[src/rtl/lsu_mem_stage.sv]
// Load/store memory stage: accepts one load or store from the ALU and runs it
// over a req/ack data-memory handshake. Stores get byte-lane steering and write
// strobes. Loads get lane extraction with sign or zero extension. One
// transaction is in flight at a time. Completion is a one-cycle done pulse with
// an error code.
module lsu_mem_stage #(
    parameter int TIMEOUT = 16,
    parameter int CNT_W   = 8
) (
    input  logic        clk,
    input  logic        reset,
    input  logic        start,
    output logic        ready,
    input  logic [6:0]  opcode,
    input  logic [2:0]  funct3,
    input  logic [31:0] addr,
    input  logic [31:0] wdata,
    input  logic [4:0]  rd,
    output logic        mem_req,
    output logic        mem_we,
    output logic [31:0] mem_addr,
    output logic [3:0]  mem_wstrb,
    output logic [31:0] mem_wdata,
    input  logic [31:0] mem_rdata,
    input  logic        mem_ack,
    output logic        done,
    output logic        wb_en,
    output logic [4:0]  rd_out,
    output logic [31:0] rdata,
    output logic [1:0]  err
);

    typedef enum logic [1:0] {IDLE, REQ, RESP} state_t;

    localparam bit             TO_EN   = (TIMEOUT != 0);
    localparam logic [CNT_W-1:0] TO_LAST = CNT_W'(TIMEOUT - 1);

    state_t            state_q, state_d;
    logic              mem_req_q, mem_req_d;
    logic              mem_we_q, mem_we_d;
    logic [31:0]       mem_addr_q, mem_addr_d;
    logic [3:0]        mem_wstrb_q, mem_wstrb_d;
    logic [31:0]       mem_wdata_q, mem_wdata_d;
    logic              done_q, done_d;
    logic              wb_en_q, wb_en_d;
    logic [1:0]        err_q, err_d;
    logic [31:0]       rdata_q, rdata_d;
    logic [4:0]        rd_q, rd_d;
    logic [CNT_W-1:0]  cnt_q, cnt_d;
    logic [2:0]        f3_q, f3_d;
    logic [1:0]        addr_lo_q, addr_lo_d;
    logic              is_load_q, is_load_d;

    // Opcode bits [1:0] do not take part in classification.
    logic unused_opcode_lo;
    assign unused_opcode_lo = ^opcode[1:0];

    logic        dec_load, dec_store, dec_illegal, dec_misaligned;
    logic [3:0]  st_strb;
    logic [31:0] st_data;
    logic [7:0]  ld_byte;
    logic [15:0] ld_half;
    logic [31:0] ld_result;

    // Classify the incoming request and build the steered store lanes.
    always_comb begin
        dec_load    = (opcode[6:2] == 5'b00000);
        dec_store   = (opcode[6:2] == 5'b01000);
        dec_illegal = !((dec_load && (funct3 != 3'd3) && (funct3 != 3'd6) && (funct3 != 3'd7)) ||
                        (dec_store && (funct3 <= 3'd2)));
        dec_misaligned = ((funct3[1:0] == 2'b01) && addr[0]) ||
                         ((funct3[1:0] == 2'b10) && (addr[1:0] != 2'b00));
        st_strb = 4'b1111;
        st_data = wdata;
        case (funct3[1:0])
            2'b00: begin
                st_strb = 4'b0001 << addr[1:0];
                st_data = {4{wdata[7:0]}};
            end
            2'b01: begin
                st_strb = addr[1] ? 4'b1100 : 4'b0011;
                st_data = {2{wdata[15:0]}};
            end
            default: ;
        endcase
    end

    // Pick the addressed lane from the returned word and extend it.
    always_comb begin
        case (addr_lo_q)
            2'd0:    ld_byte = mem_rdata[7:0];
            2'd1:    ld_byte = mem_rdata[15:8];
            2'd2:    ld_byte = mem_rdata[23:16];
            default: ld_byte = mem_rdata[31:24];
        endcase
        ld_half = addr_lo_q[1] ? mem_rdata[31:16] : mem_rdata[15:0];
        case (f3_q[1:0])
            2'b00:   ld_result = {{24{~f3_q[2] & ld_byte[7]}}, ld_byte};
            2'b01:   ld_result = {{16{~f3_q[2] & ld_half[15]}}, ld_half};
            default: ld_result = mem_rdata;
        endcase
    end

    // Next-state and next-output logic for the IDLE/REQ/RESP controller.
    always_comb begin
        state_d     = state_q;
        mem_req_d   = mem_req_q;
        mem_we_d    = mem_we_q;
        mem_addr_d  = mem_addr_q;
        mem_wstrb_d = mem_wstrb_q;
        mem_wdata_d = mem_wdata_q;
        rd_d        = rd_q;
        cnt_d       = cnt_q;
        f3_d        = f3_q;
        addr_lo_d   = addr_lo_q;
        is_load_d   = is_load_q;
        done_d      = 1'b0;
        wb_en_d     = 1'b0;
        err_d       = 2'b00;
        rdata_d     = 32'd0;
        case (state_q)
            IDLE: begin
                if (start) begin
                    rd_d      = rd;
                    f3_d      = funct3;
                    addr_lo_d = addr[1:0];
                    is_load_d = dec_load;
                    if (dec_illegal) begin
                        state_d = RESP;
                        done_d  = 1'b1;
                        err_d   = 2'b10;
                    end else if (dec_misaligned) begin
                        state_d = RESP;
                        done_d  = 1'b1;
                        err_d   = 2'b01;
                    end else begin
                        state_d     = REQ;
                        cnt_d       = '0;
                        mem_req_d   = 1'b1;
                        mem_we_d    = dec_store;
                        mem_addr_d  = {addr[31:2], 2'b00};
                        mem_wstrb_d = dec_store ? st_strb : 4'b0000;
                        mem_wdata_d = dec_store ? st_data : 32'd0;
                    end
                end
            end
            REQ: begin
                cnt_d = cnt_q + 1'b1;
                // An ack on the timeout tick still counts as success.
                if (mem_ack) begin
                    state_d     = RESP;
                    mem_req_d   = 1'b0;
                    mem_we_d    = 1'b0;
                    mem_wstrb_d = 4'b0000;
                    done_d      = 1'b1;
                    wb_en_d     = is_load_q;
                    rdata_d     = is_load_q ? ld_result : 32'd0;
                end else if (TO_EN && (cnt_q == TO_LAST)) begin
                    state_d     = RESP;
                    mem_req_d   = 1'b0;
                    mem_we_d    = 1'b0;
                    mem_wstrb_d = 4'b0000;
                    done_d      = 1'b1;
                    err_d       = 2'b11;
                end
            end
            default: begin
                state_d = IDLE;
            end
        endcase
    end

    // State registers with synchronous active-low clear.
    always_ff @(posedge clk) begin
        if (!reset) begin
            state_q     <= IDLE;
            mem_req_q   <= 1'b0;
            mem_we_q    <= 1'b0;
            mem_addr_q  <= 32'd0;
            mem_wstrb_q <= 4'b0000;
            mem_wdata_q <= 32'd0;
            done_q      <= 1'b0;
            wb_en_q     <= 1'b0;
            err_q       <= 2'b00;
            rdata_q     <= 32'd0;
            rd_q        <= 5'd0;
            cnt_q       <= '0;
            f3_q        <= 3'd0;
            addr_lo_q   <= 2'd0;
            is_load_q   <= 1'b0;
        end else begin
            state_q     <= state_d;
            mem_req_q   <= mem_req_d;
            mem_we_q    <= mem_we_d;
            mem_addr_q  <= mem_addr_d;
            mem_wstrb_q <= mem_wstrb_d;
            mem_wdata_q <= mem_wdata_d;
            done_q      <= done_d;
            wb_en_q     <= wb_en_d;
            err_q       <= err_d;
            rdata_q     <= rdata_d;
            rd_q        <= rd_d;
            cnt_q       <= cnt_d;
            f3_q        <= f3_d;
            addr_lo_q   <= addr_lo_d;
            is_load_q   <= is_load_d;
        end
    end

    assign ready     = (state_q == IDLE);
    assign mem_req   = mem_req_q;
    assign mem_we    = mem_we_q;
    assign mem_addr  = mem_addr_q;
    assign mem_wstrb = mem_wstrb_q;
    assign mem_wdata = mem_wdata_q;
    assign done      = done_q;
    assign wb_en     = wb_en_q;
    assign err       = err_q;
    assign rdata     = rdata_q;
    assign rd_out    = rd_q;

endmodule

[config.mk]
export PLATFORM = sky130hd
export DESIGN_NAME = lsu_mem_stage
export DESIGN_NICKNAME = d
export VERILOG_FILES = /design/src/rtl/lsu_mem_stage.sv
export SDC_FILE = /design/constraint.sdc
export NUM_CORES = 1
export LEC_CHECK = 0
export CAP_MARGIN = 15
export CELL_PAD_IN_SITES_DETAIL_PLACEMENT = 1
export CELL_PAD_IN_SITES_GLOBAL_PLACEMENT = 2
export CORE_MARGIN = 5
export CORE_UTILIZATION = 24
export CTS_CLUSTER_DIAMETER = 80
export DETAILED_ROUTE_END_ITERATION = 6
export GPL_TIMING_DRIVEN = 0
export PLACE_DENSITY_LB_ADDON = 0.1
export SYNTH_ARGS = -nofsm -noshare
export SYNTH_HDL_FRONTEND = slang
export SYNTH_SLANG_ARGS = --single-unit
[constraint.sdc]
create_clock -name clk -period 3.85 [get_ports clk]
set_clock_uncertainty 0.15 [all_clocks]
set_input_delay 1.155 -clock clk [delete_from_list [all_inputs] [get_ports clk]]
set_output_delay 1.155 -clock clk [all_outputs]
set_load 0.005 [all_outputs]
* After elaboration in Yosys (flattened, before gate mapping)
Cells that the tools add are included.
** Word-level totals
- Output and inout port bits :: 112
- Bits in registers :: 125
** Operators by class
- Shifts and indexed selects :: 1
- Magnitude comparators :: 1
- Equal/unequal tests :: 15
- Reductions and logical operators :: 22
- Bitwise operators :: 4
- $add $sub $neg :: 1
- Multiplexer cells :: 46
** Operator list (count)
- $pmux W32 S2 :: 2
- $mux W32 :: 1
- $mux W4 :: 7
- $mux W8 :: 3
- $pmux W8 S3 :: 1
- $mux W2 :: 9
- $mux W16 :: 1
- $pmux W4 S2 :: 2
- $pmux W8 S2 :: 1
- $mux W1 :: 14
- $reduce_and A4 Y1 :: 3
- $ne A3 B3 Y1 const B :: 3
- $add A8 B1 Y8 const B :: 1
- $eq A2 B1 Y1 const B :: 4
- $eq A8 B4 Y1 const B :: 1
- $logic_not A2 Y1 :: 4
- $pmux W2 S2 :: 2
- $logic_and A1 B1 Y1 :: 6
- $pmux W1 S2 :: 3
- $eq A5 B4 Y1 const B :: 1
- $logic_not A5 Y1 :: 1
- $reduce_and A5 Y1 :: 1
- $eq A2 B2 Y1 const B :: 2
- $ne A2 B2 Y1 const B :: 2
- other kinds (10) :: 15

* Longest topological paths before layout
- Depth after elaboration :: 8
- Depth in mapped cells :: 7

* Least setup slack after synthesis
OpenSTA, ideal clock, no wires.
- Path type :: input port to flip-flop
- From :: input funct3[1]
- To :: register cnt_q[7]
- Path buffers :: 1
- Data arrival time :: 2.716 ns
- Slack :: 0.914 ns
- Required time :: 3.630 ns
- Cell stages on the path :: 6
- Cell sequence :: buf_2 nor2b_1 a22o_1 o41a_1 or4_1 a21oi_1
** On the way
- Longest elaborated chain between the ends :: 7
- Elaborated cells between the ends (all ways) :: 17
- Classes of those cells :: order compare (1); eq/ne (7); reduce/logical (9)
** Ends and longest elaborated chain
- start: declaration :: RTL line 15 : input logic [2:0] funct3,
- parallel branches: the longest is 6 deep, another holds $le A3 B2 Y1
- $reduce_and A4 Y1 (no line) (*)
- end signal: assignment :: RTL line 203 : cnt_q <= cnt_d;
- end: declaration :: RTL line 49 : logic [CNT_W-1:0] cnt_q, cnt_d;
Mark *: on every way between the ends.
A chain may end at the register's enable or synchronous reset.

* Worst setup path after layout
- From :: input opcode[6]
- To :: register mem_wdata_q[23] (netlist: mem_wdata[23])
** On the way
- Longest elaborated chain between the ends :: 6
- Elaborated cells between the ends (all ways) :: 9
- Classes of those cells :: eq/ne (1); mux (1); reduce/logical (7)
** Ends and longest elaborated chain
- start: declaration :: RTL line 14 : input logic [6:0] opcode,
- $logic_not A5 Y1 :: RTL line 67 : dec_load = (opcode[6:2] == 5'b00000);
- $logic_and A1 B1 Y1 (3 in series) :: RTL line 69 : dec_illegal = !((dec_load && (funct3 != 3'd3) && (funct3 != 3'd6) && (funct3 != 3'd7)) ||
- $logic_or A1 B1 Y1 :: RTL line 69
- $reduce_and A4 Y1 (no line)
- end signal: assignment :: RTL line 197 : mem_wdata_q <= mem_wdata_d;
- end: declaration :: RTL line 43 : logic [31:0] mem_wdata_q, mem_wdata_d;
Several ways; a longest one is shown, not always the timed one.

==> impl_results.md <==
- M1 WL: 8360 um
- Post-Syn Area: 0.00492 mm2
- Largest family of logic cells by synthesized area: compound AO/OA/AOI/OAI gates
- Static leakage: around 0.0029 uW
- Top FF cell, synth: dfxtp_1
- # clock sinks: 125
- Cell count of the worst reg-to-reg path: 5
- Reg-to-reg slack, setup: 1.45 ns
- Synth warnings: 0
- Hold wc startpoint: mem_addr[18]$_SDFFE_PN0P_
- Critical path fanouts, max: 10
- Critical path startpoint category: primary input
- IO Pins: around 230
- CTS tree: done
- Port bufs: 220
- Crit path largest cell delay: about 0.58 ns
- Max Transition Viols Final: 0
- RR Startpoint: addr_lo_q[1]$_SDFFE_PN0P_
- Sequential share of the synthesized area: 50.9%
- Post-CTS Setup Bufs: 0
- Layout cell share with drive strength beyond 1: 5.16%
- Maximum VDD drop: approximately 0.3 mV
- Most frequent CP cell: nand3_1
- DR WL/cell: 17.4 um
- DRC violations left: 0
- Crit Path Class: primary input to register
- DP Cell Count: 1091
- Synth Area in Simple Gates: 18.2%
- Die Wd: 153 um
- RSZ-0062 raised after global routing: false
- Root Buffer: clkbuf_16
- Synth top area share: 50.9%
- Initial antenna violation count: 1
- Post-synthesis mux area share: under 10%
- WP buf/inv: 2
- Met3 routed WL: 1640 um
- Antenna Violating Nets Remaining: 0
- Largest area contributor in the netlist: dfxtp_1
- Avg Inst Size Synth: just over 8 um2
- Worst Hold End: mem_addr[18]$_SDFFE_PN0P_
- Gr usage total: 16.5%
- Die Height: ~150 um
- Max Freq: 279 MHz
- Core Util, Final: 40.0%
- Crit-path leading delay family: simple AND/OR/NAND/NOR gates
- Top cells by area, synth: dfxtp_1 (51%), nand2_1 (11%), a21oi_1 (9.0%)
- Core Area: between 0.02 and 0.025 mm2
- Max cap viols: 0
- Clk buf depth: 2
- Wire length on met2: 9370 um
- Final instance area: just over 0.008 mm2
- Final WL: 19600 um
- Avg Vias per Cell: 4.56
- P per Cell Area: 415 mW/mm2
- CTS Hold Buffers Added: 0
- Outcome: completed
- Initial core utilization: 24.3%
- Yosys cell types: 39
- Async set-reset flop share out of synthesis: 0%
- Worst-path clk slew: 0.06 ns
- Area grow syn2layout: 64.7%
- Vias in the first global route: 5587
- Post-DP HPWL: 15600 um
- Slowest CP cell: nor4_2
- Synth Area in XOR/XNOR: 0.178%
- Synthesized instance count: 600
- Worst-margin pin slew: 0.990 ns
- Later-pin clock latency in the skew report: roughly 0.41 ns
- Critical path depth: 7
- Largest net degree at the start of global routing: 17
- Post-layout power: 3360 uW
- Cts bufs inserted: 17
- Most instantiated cells after synthesis: nand2_1 (147), dfxtp_1 (125), a21oi_1 (88)
- CP Capture Type: register
- Worst hold path depth: 2
- Placed cell areas: 0.00746 mm2
- Worst reg2reg endpoint: rdata[28]$_SDFF_PN0_
- GP Congestion: between 0.7 and 0.8
- TritonRoute pass-1 iters: 4
- Arr. time, crit path: about 3.8 ns
- Highest metal used: met4
- EDFF count, synth: 0
- Worst hold path type: register to register
- Tcrit/Tclk final: about 93%
- Most frequent cell after synthesis: nand2_1
- GRT Residual Overflow: 0
- Fin cells: between 1000 and 1500
- Setup violators final: 0
- Placement Rows: 52
- Hold Fails Final Rpt: 0
- First-pass GRT wire length: between 30000 and 40000 um
- Via count: a little over 5000
- DIE AREA: about 0.023 mm2
- Post-synthesis compound-gate area fraction: about a fifth
- Crit path required time: 4.03 ns
- CTS H-tree depth: 4
- Post-layout min period: 3.58 ns
- Nets@finish: 956
- Max-slew headroom: 33.3%
- Cells along the critical path: clkdlybuf4s50_1 > nor4_2 > nand3_1 > nor3_4 > nand3_1 > clkbuf_1 > o21ai_0
- Post-synthesis register bit count: 125
- Adder-cell share of the synthesized area: 0.254%
- DRT iter0 DRCs: 152
[power by group]
part	switching, uW	internal (uW)
combinational	157	159
clock	584	1150
sequential	6.73	1310
[how the worst max path moves through the flow]
stage / endpoint / start
finish: mem_wdata[23]$_SDFFE_PN0P_ / opcode[6]
global route: mem_wdata[9]$_SDFFE_PN0P_ / opcode[6]
CTS: mem_wdata[22]$_SDFFE_PN0P_ / opcode[6]
detailed placement: mem_wdata[22]$_SDFFE_PN0P_ / opcode[6]
global placement: mem_wdata[9]$_SDFFE_PN0P_ / opcode[6]
floorplan: cnt_q[7]$_SDFFE_PN0P_ / funct3[1]
[worst reg2reg max path, cell delays in order, from the launching register on]
cell	delay, ns
dfxtp_1	0.30
clkbuf_1	0.26
mux2_2	0.42
o211ai_1	0.51
clkbuf_1	0.45
a21oi_1	0.15
[cell type report]
class                   instances  area (um2)
fillers                      2374       12100
flip-flops and latches        125        2500
repair buffers                220        2200
multi-input cells             411        2170
clock buffers                  21         440
well taps                     270         338
clock inverters                11         191
plain buffers                  42         168
inverters                      23        86.3
diodes                          1        2.50
[placed cells by master, fill, tap and decap left out, types with 2 or more instances in the layout]
cell	instances
a221oi_1	8
o221a_2	7
clkbuf_16	17
clkinv_2	2
nand3_1	11
o21ai_0	42
o31ai_1	2
nand2b_1	2
buf_2	2
mux2i_1	25
dfxtp_1	125
clkinvlp_4	3
a22oi_1	2
a21oi_1	88
conb_1	2
or4_1	3
nand2_1	147
inv_1	22
clkdlybuf4s50_1	220
a22o_1	9
clkbuf_1	41
or2_2	2
bufinv_16	5
buf_4	2
a31oi_1	7
or3_1	8
nor2_1	29
nor2b_1	3
[logic make-up after synthesis]
kind of cell | Yosys count
compound gates | 168
xor+xnor | 1
fa+ha+maj | 1
buf+inv | 65
flops | 125
mux | 26
other cells | 1
simple gates | 213
[state kept, by name, summed over array words and instances, names as in the netlist]
register,count
addr_lo_q,2
cnt_q,8
done,1
err,2
f3_q,3
is_load_q,1
mem_addr,30
mem_req,1
mem_wdata,32
mem_we,1
mem_wstrb,4
rd_out,5
rdata,32
state_q,2
wb_en,1
[through the flow]
| step | worst slack [ns] | TNS [ns] | hold slack [ns] |
|---|---|---|---|
| floorplan | 0.914 | 0 | 0.282 |
| global placement | -0.179 | -3.11 | 0.290 |
| detailed placement | -0.275 | -5.11 | 0.297 |
| CTS | 0.177 | 0 | 0.310 |
| global route | 0.0699 | 0 | 0.328 |
| finish | 0.270 | 0 | 0.306 |
[what timing repair did]
action | in CTS | in global routing
hold endpoints to repair | 0 | 0
resized for setup | 0 | 1
endpoints found under the setup margin | 0 | 6
[metal layers]
layer / track usage (%) / vias to the layer above
met1: 19.1 / 2435
met3: 7.58 / 16
li1: - / 2525
met4: 4.20 / 0
met5: 0 / -
met2: 27.7 / 151
Note: power is estimated with default switching activity, not from simulation.
